<file path="src/rtl/multicycle_control_fsm.sv">
// Multicycle RV32I main control FSM: fetch/decode/execute/memory/writeback sequencing.
// Optional retired-instruction counter guarded by `RETIRE_COUNT_EN.
module multicycle_control_fsm #(
    parameter int OPCODE_W = 7,
    parameter int STATE_W  = 4
) (
    input  logic                clk,
    input  logic                rst,
    input  logic [OPCODE_W-1:0] opcode,
    input  logic                zero,
    input  logic                mem_ready,
    output logic [1:0]          alu_op,
    output logic [1:0]          alu_src_a,
    output logic [1:0]          alu_src_b,
    output logic                pc_write,
    output logic                pc_source,
    output logic                ir_write,
    output logic                i_or_d,
    output logic                mem_read,
    output logic                mem_write,
    output logic                reg_write,
    output logic [1:0]          result_src,
    output logic                illegal,
    output logic [STATE_W-1:0]  state
`ifdef RETIRE_COUNT_EN
    ,
    output logic [31:0]         retired
`endif
);

    typedef enum logic [3:0] {
        S_FETCH    = 4'd0,
        S_DECODE   = 4'd1,
        S_MEM_ADDR = 4'd2,
        S_MEM_RD   = 4'd3,
        S_MEM_WB   = 4'd4,
        S_MEM_WR   = 4'd5,
        S_EXEC_R   = 4'd6,
        S_EXEC_I   = 4'd7,
        S_ALU_WB   = 4'd8,
        S_BRANCH   = 4'd9,
        S_JAL      = 4'd10,
        S_ILLEGAL  = 4'd11
    } state_t;

    localparam logic [OPCODE_W-1:0] OP_LOAD  = OPCODE_W'(7'b0000011);
    localparam logic [OPCODE_W-1:0] OP_STORE = OPCODE_W'(7'b0100011);
    localparam logic [OPCODE_W-1:0] OP_R     = OPCODE_W'(7'b0110011);
    localparam logic [OPCODE_W-1:0] OP_I     = OPCODE_W'(7'b0010011);
    localparam logic [OPCODE_W-1:0] OP_BR    = OPCODE_W'(7'b1100011);
    localparam logic [OPCODE_W-1:0] OP_JAL   = OPCODE_W'(7'b1101111);

    state_t cur;
    state_t nxt;

    always_ff @(posedge clk or posedge rst) begin
        if (rst) cur <= S_FETCH;
        else     cur <= nxt;
    end

    assign state = STATE_W'(cur);

    always_comb begin
        nxt        = cur;
        alu_op     = 2'b00;
        alu_src_a  = 2'b00;
        alu_src_b  = 2'b00;
        pc_write   = 1'b0;
        pc_source  = 1'b0;
        ir_write   = 1'b0;
        i_or_d     = 1'b0;
        mem_read   = 1'b0;
        mem_write  = 1'b0;
        reg_write  = 1'b0;
        result_src = 2'b00;
        illegal    = 1'b0;
        // Outputs are forced quiet while reset is held, even before the clock edge
        if (!rst) begin
            unique case (cur)
                S_FETCH: begin
                    mem_read  = 1'b1;
                    alu_src_b = 2'b01;
                    if (mem_ready) begin
                        ir_write = 1'b1;
                        pc_write = 1'b1;
                        nxt      = S_DECODE;
                    end
                end
                S_DECODE: begin
                    alu_src_a = 2'b01;
                    alu_src_b = 2'b10;
                    if (opcode == OP_LOAD || opcode == OP_STORE) nxt = S_MEM_ADDR;
                    else if (opcode == OP_R)                     nxt = S_EXEC_R;
                    else if (opcode == OP_I)                     nxt = S_EXEC_I;
                    else if (opcode == OP_BR)                    nxt = S_BRANCH;
                    else if (opcode == OP_JAL)                   nxt = S_JAL;
                    else                                         nxt = S_ILLEGAL;
                end
                S_MEM_ADDR: begin
                    alu_src_a = 2'b10;
                    alu_src_b = 2'b10;
                    nxt       = (opcode == OP_LOAD) ? S_MEM_RD : S_MEM_WR;
                end
                S_MEM_RD: begin
                    mem_read = 1'b1;
                    i_or_d   = 1'b1;
                    if (mem_ready) nxt = S_MEM_WB;
                end
                S_MEM_WB: begin
                    reg_write  = 1'b1;
                    result_src = 2'b01;
                    nxt        = S_FETCH;
                end
                S_MEM_WR: begin
                    mem_write = 1'b1;
                    i_or_d    = 1'b1;
                    if (mem_ready) nxt = S_FETCH;
                end
                S_EXEC_R: begin
                    alu_src_a = 2'b10;
                    alu_op    = 2'b10;
                    nxt       = S_ALU_WB;
                end
                S_EXEC_I: begin
                    alu_src_a = 2'b10;
                    alu_src_b = 2'b10;
                    alu_op    = 2'b11;
                    nxt       = S_ALU_WB;
                end
                S_ALU_WB: begin
                    reg_write = 1'b1;
                    nxt       = S_FETCH;
                end
                S_BRANCH: begin
                    alu_src_a = 2'b10;
                    alu_op    = 2'b01;
                    pc_source = 1'b1;
                    pc_write  = zero;
                    nxt       = S_FETCH;
                end
                S_JAL: begin
                    pc_write   = 1'b1;
                    pc_source  = 1'b1;
                    reg_write  = 1'b1;
                    result_src = 2'b10;
                    nxt        = S_FETCH;
                end
                S_ILLEGAL: begin
                    illegal = 1'b1;
                end
                default: nxt = S_FETCH;
            endcase
        end
    end

`ifdef RETIRE_COUNT_EN
    logic retire;

    assign retire = (nxt == S_FETCH) &&
                    (cur == S_MEM_WB || cur == S_MEM_WR || cur == S_ALU_WB ||
                     cur == S_BRANCH || cur == S_JAL);

    always_ff @(posedge clk or posedge rst) begin
        if (rst)         retired <= 32'd0;
        else if (retire) retired <= retired + 32'd1;
    end
`endif

endmodule

</file>
<file path="config.mk">
export PLATFORM = sky130hd
export DESIGN_NAME = multicycle_control_fsm
export DESIGN_NICKNAME = d
export VERILOG_FILES = /design/src/rtl/multicycle_control_fsm.sv
export SDC_FILE = /design/constraint.sdc
export NUM_CORES = 1
export LEC_CHECK = 0
export CORE_MARGIN = 2
export CORE_UTILIZATION = 35
export CTS_BUF_LIST = sky130_fd_sc_hd__clkbuf_8
export DETAILED_ROUTE_END_ITERATION = 6
export PLACE_DENSITY = 0.73
export SKIP_LAST_GASP = 1
export SLEW_MARGIN = 20
export SYNTH_ARGS = -nofsm -noshare
export SYNTH_HDL_FRONTEND = slang
export SYNTH_SLANG_ARGS = --single-unit
</file>
<file path="constraint.sdc">
create_clock -name clk -period 1.5 [get_ports clk]
set_input_delay 0.225 -clock clk [delete_from_list [all_inputs] [get_ports clk]]
set_output_delay 0.225 -clock clk [all_outputs]
set_load 0.02 [all_outputs]
</file>
==> out/qor.yml, run 1 <==
synthesis:
  synthesis.nets: 99
  synth.area.top_cells: "dfrtp_1, nor3_1, nor2_1, clkbuf_8, a21oi_1"
  synth_fa_ha_area_frac: 0
  avgSynthCellArea_um2: 7.35
  synth-compound-area-share: 0.255
  synthArstFlopShare: 1.00
  postSynthCellCount: 88
  synth_top_family_by_area: "simple AND/OR/NAND/NOR gates"
  synth_xor_area_frac: 0.0135
  synth_mux_area_frac: 0.0232
  synth_cell_type_count: 34
  yosys.area.top_type: "dfrtp_1"
  synth_edf_count: 0
  yosysWarningCount: 0
  syn_area_um2: 647
  synth-seq-cells: 4
  synth_common_cells: "nor2_1, nor3_1, a21oi_1, nand2_1, o21ai_0"
  yosysMostFrequentCell: "nor2_1"
  ys_seq_area_frac: 0.155
  synth_ff_type: "dfrtp_1"
  synth_top_area_share: 0.155
  synthSimpleGateAreaFrac: 0.431
hold_path:
  min_path_type: "in -> async"
detailed_routing:
  firstDrtPassIters: 4
  detail-route-antenna-nets: 0
  vias: 1019
  via_per_inst: 5.60
  drt-initial-drc-count: 43
  drcViolationCount: 0
  wl_per_cell_um: 17.2
  drt-total-wl_um: 3140
die:
  core_um2: 1730
  die_width_um: 47.0
  die_area_um2: 2210
  initial_core_util: 0.375
  io_pins: 31
  num_rows: 15
  fp.dieH_um: 47.0
timing:
  finalCriticalPeriod_ps: 1800
  drv_slew: 0
  hold_viol: 0
  worstMarginPinSlew_ps: 294
  setup_viol: 18
  setup_tns_ps: -3660
  post-route-period-util: 1.20
  fin_hold_ws_ps: 516
  timing.fmax_ghz: 0.555
  grt_setup_unrepaired: "yes"
  skew_ps: 0.310
  slew_headroom: 0.802
  setup_slack_ps: -302
cells_and_area:
  final_util: 0.857
  fin_cells: 182
  largest_reg_flops: 4
  fill_cells: 96
  area_delta_synth_final_pct: 129
  diodes: 0
  fin_nets: 170
  drive_above_1_share: 0.631
  final_cell_area_um2: 1480
worst_setup_path:
  cp-end-kind: "flip-flop"
  cp_slowest_cell: "or4_4"
  path_cells: "buf_6 > or4_4 > a31oi_4 > a311oi_2 > mux2_4"
  crit_required_ps: 1590
  cpPeakStageDelay_ps: 540
  r2r-start: "state[2]"
  path_class: "reg -> reg"
  cp-start-kind: "flip-flop"
  critPathBufInv: 1
  critPathMaxFanout: 6
  r2r_setup_slack_ps: -300
  cp_data_arrival_time_ps: 1890
  reg2reg_depth: 5
  r2r_end: "state[3]"
  critPathTopFamily: "simple AND/OR/NAND/NOR gates"
placement:
  dp_hpwl_um: 1500
  pre_cts_ws_ps: -735
  placed_area_um2: 1160
  dp.cells: 158
  place.gp.congestion: 0.790
  port_buffers: 30
pwr:
  p_total_mw: 2.85
  irDropWorstVdd_mv: 1.38
  p_leak_nw: 0.669
  p_per_area_nw_per_um2: 1930
clocking:
  path_clk_slew_ps: 30
  cts_tree: "built"
  insertion_delay_ps: 210
  cts_buffers: 3
  cts.sinks: 4
  cts_hold_buf: 0
  clockBufferDepth: 2
  root_buffer: "clkbuf_8"
  cts_max_level: 1
global_route:
  grt_max_degree: 10
  grt.overflow.total: 0
  grt_pass1_vias: 755
  grt_pass1_wl_um: 3390
  antenna_found_initial: 0
  track_usage: 0.215
outcome:
  status: "finished with violations"
  failed_checks: "negative setup slack"
run:
  drv_cap: 0
-- metal layers --
layer  vias up  part of all wire  global-route usage
li1        463                 -                   -
met4         0             0.027              0.0333
met1       482              0.40               0.275
met3        10             0.066              0.0462
met5         -                 0                   0
met2        64              0.50               0.378
-- worst reg2reg max path, stage by stage, from the launching register on --
cell      delay [ps]
dfrtp_2          440
buf_6            150
or4_4            540
a31oi_4          170
a311oi_2          70
mux2_4           310
-- placed cells by master (no fill, tap or decap), types with 3 or more instances in the layout --
cell,Yosys,routed
clkbuf_8,3,3
nor3_1,11,6
dfrtp_2,0,4
nor3_2,0,4
buf_6,1,14
nand2_1,7,6
o21ai_0,5,4
clkdlybuf4s50_1,0,9
nor2_4,0,5
nor2_1,13,7
buf_4,0,43
dlygate4sd2_1,0,3
a21oi_1,7,4
-- power breakdown --
part / switching, mW / total [mW] / internal [mW]
Clock: 0.0527 / 0.224 / 0.171
Combinational: 1.15 / 2.36 / 1.21
Sequential: 0.112 / 0.275 / 0.162
-- cells by family (layout without fill, tap and decap cells) --
group	after synthesis	in the layout
flops	4	4
mux	1	1
compound gates	21	21
xor+xnor	1	1
buf+inv	11	80
simple gates	50	50
-- area by class of cell --
class,instances,area [um2],area share
Timing Repair Buffer,74,647,0.437
Tap cell,25,31.3,0.0211
Clock buffer,3,41.3,0.0279
Sequential cell,4,105,0.0710
Multi-Input combinational cell,73,644,0.435
Inverter,3,11.3,0.00761
-- worst max path at each step --
stage                    from       end  slack, ps  cells after the start
finish               state[2]  state[3]       -300                      5
global route         state[2]  state[3]       -330                      5
CTS                  state[2]  state[3]       -330                      5
detailed placement  mem_ready  pc_write       -730                      6
global placement    mem_ready  pc_write       -730                      6
floorplan            state[1]  pc_write       -220                      5
-- timing repair --
action | CTS | global route
pin swaps | 10 | 10
gates resized for setup | 91 | 30
setup endpoints to repair | 21 | 22
gates cloned | 1 | 0
setup buffers | 14 | 7
Note: power is estimated with default switching activity, not from simulation.
==> run 2, diff against run 1 <==
--- a/config.mk
+++ b/config.mk
@@ -5,11 +5,13 @@
 export SDC_FILE = /design/constraint.sdc
 export NUM_CORES = 1
 export LEC_CHECK = 0
+export ABC_AREA = 1
 export CORE_MARGIN = 2
 export CORE_UTILIZATION = 35
 export CTS_BUF_LIST = sky130_fd_sc_hd__clkbuf_8
 export DETAILED_ROUTE_END_ITERATION = 6
-export PLACE_DENSITY = 0.73
+export GPL_TIMING_DRIVEN = 0
+export PLACE_DENSITY = 0.75
 export SKIP_LAST_GASP = 1
 export SLEW_MARGIN = 20
 export SYNTH_ARGS = -nofsm -noshare
==> run 2 against run 1 <==
The run still ends with negative setup slack left. Non-clock buffer count shrank 33. Wire length is 46% lower. Largest power group unchanged. Sequential share of layout area up 2.6 points. Fmax grew 12%. Clock power down 2%. Global-route usage is 3.2 points lower. Die area is 6.2% lower. Highest routed layer is now met3. Via count is 21% lower. Cell area is 28% lower. Sequential power decreased by 5%. Critical path type is now reg -> out. Critical endpoint is now pc_source. Cell count fell by 8.2%. Register-to-register slack gained 450 ps.
==> out/qor.yml, run 2 <==
outcome:
  status: "finished with violations"
  failed_checks: "negative setup slack"
synthesis:
  syn_area_um2: 603
  synth_cell_type_count: 21
  synthArstFlopShare: 1.00
  synth_edf_count: 0
  yosysMostFrequentCell: "nand2_1"
  synth-compound-area-share: 0.110
  synth_mux_area_frac: 0
  synthesis.nets: 120
  postSynthCellCount: 109
  synth_xor_area_frac: 0
  avgSynthCellArea_um2: 5.53
  synthSimpleGateAreaFrac: 0.562
  synth_fa_ha_area_frac: 0
  synth_top_area_share: 0.205
  synth-seq-cells: 4
  yosys.area.top_type: "nand2_1"
  yosysWarningCount: 0
  synth_ff_type: "dfrtp_1"
  synth.area.top_cells: "nand2_1, dfrtp_1, inv_1, nor2_1, nand3_1"
  synth_common_cells: "nand2_1, inv_1, nor2_1"
  ys_seq_area_frac: 0.166
  synth_top_family_by_area: "simple AND/OR/NAND/NOR gates"
cells_and_area:
  final_util: 0.685
  largest_reg_flops: 4
  diodes: 0
  final_cell_mix: "nand2_1, buf_4, nor2_1"
  final_cell_area_um2: 1070
  fin_cells: 167
  fin_nets: 164
  drive_above_1_share: 0.470
  fill_cells: 126
  area_delta_synth_final_pct: 77.0
  layout_commonest_cell: "nand2_1"
die:
  core_um2: 1560
  fp.dieH_um: 45.5
  io_pins: 31
  die_area_um2: 2070
  die_width_um: 45.5
  num_rows: 14
  initial_core_util: 0.387
timing:
  timing.fmax_ghz: 0.624
  skew_ps: 2.09
  finalCriticalPeriod_ps: 1600
  drv_slew: 0
  setup_slack_ps: -102
  worstMarginPinSlew_ps: 237
  setup_tns_ps: -692
  setup_viol: 12
  post-route-period-util: 1.07
  slew_headroom: 0.842
  grt_setup_unrepaired: "yes"
  fin_hold_ws_ps: 110
  hold_viol: 0
detailed_routing:
  drt-initial-drc-count: 20
  firstDrtPassIters: 4
  via_per_inst: 4.80
  drcViolationCount: 0
  detail-route-antenna-nets: 0
  wl_per_cell_um: 10.2
  drt-total-wl_um: 1710
  vias: 802
clocking:
  insertion_delay_ps: 210
  cts_tree: "built"
  cts_max_level: 1
  cts_buffers: 3
  clockBufferDepth: 2
  cts.sinks: 4
  root_buffer: "clkbuf_8"
  path_clk_slew_ps: 30
  cts_hold_buf: 0
hold_path:
  min_path_type: "in -> async"
worst_setup_path:
  cp_slowest_cell: "dfrtp_2"
  path_class: "reg -> out"
  path_cells: "inv_2 > nor2_4 > inv_2 > buf_4 > a211oi_2 > buf_4"
  r2r-start: "state[3]"
  critPathMaxFanout: 5
  cp-start-kind: "flip-flop"
  r2r_setup_slack_ps: 150
  cpPeakStageDelay_ps: 430
  critPathBufInv: 4
  critPathTopFamily: "buffers and inverters"
  startpoint: "state[3]"
  cp_data_arrival_time_ps: 1380
  crit_required_ps: 1270
  cp-end-kind: "primary output"
global_route:
  gr-usage-met2: 0.296
  grt.met3_usage: 0.0397
  antenna_found_initial: 0
  grt_use_met1: 0.229
  track_usage: 0.184
  grt_max_degree: 11
  grt_pass1_vias: 709
  grt_pass1_wl_um: 2780
  busiest_layer: "met2"
  grt.overflow.total: 0
placement:
  dp_hpwl_um: 1340
  dp.cells: 155
  placed_area_um2: 943
  place.gp.congestion: 0.857
  pre_cts_ws_ps: -616
  port_buffers: 30
pwr:
  p_leak_nw: 0.548
  irDropWorstVdd_mv: 1.21
  p_per_area_nw_per_um2: 1750
  p_total_mw: 1.86
run:
  drv_cap: 0
[run 2: final cells by class]
class	count	area, um2	area share
multi-input cells	82	477	0.447
repair buffers	39	322	0.301
flip-flops and latches	4	104	0.0973
inverters	21	87.6	0.0821
clock buffers	3	41.3	0.0387
well taps	16	20.0	0.0188
plain buffers	2	16.3	0.0152
[run 2: cell families after synthesis]
family	Yosys count
simple gates	70
compound gates	12
flops	4
buf+inv	23
[run 2: metal layers]
| metal | routed length, um | vias to the layer above |
|---|---|---|
| li1 | - | 426 |
| met1 | 817 | 355 |
| met2 | 819 | 21 |
| met3 | 71 | 0 |
| met4 | 0 | 0 |
| met5 | 0 | - |
[run 2: final timing paths]
kind,depth (start not counted),end
min,2,state[2]
max in group asynchronous,2,state[0]
min in group clk,2,state[3]
max reg2reg,8,state[3]
max,6,pc_source
min reg2reg,2,state[3]
[run 2: timing repair]
| action | CTS | global route |
|---|---|---|
| gates resized for setup | 91 | 15 |
| setup endpoints to repair | 19 | 15 |
| pin swaps | 7 | 7 |
| buffers inserted | 5 | 4 |
[run 2: worst reg2reg max path: cells and delay by family, from the launching register on]
| kind | cells | cell delay [ps] |
|---|---|---|
| DFF | 1 | 450 |
| AOI/OAI and AO/OA | 1 | 130 |
| and+or+nand+nor | 5 | 480 |
| buffers and inverters | 2 | 220 |
[run 2: report_power, final]
group          internal (mW)  switching [mW]
clock network          0.170          0.0483
registers              0.160           0.100
logic                  0.576           0.809
total                  0.906           0.958
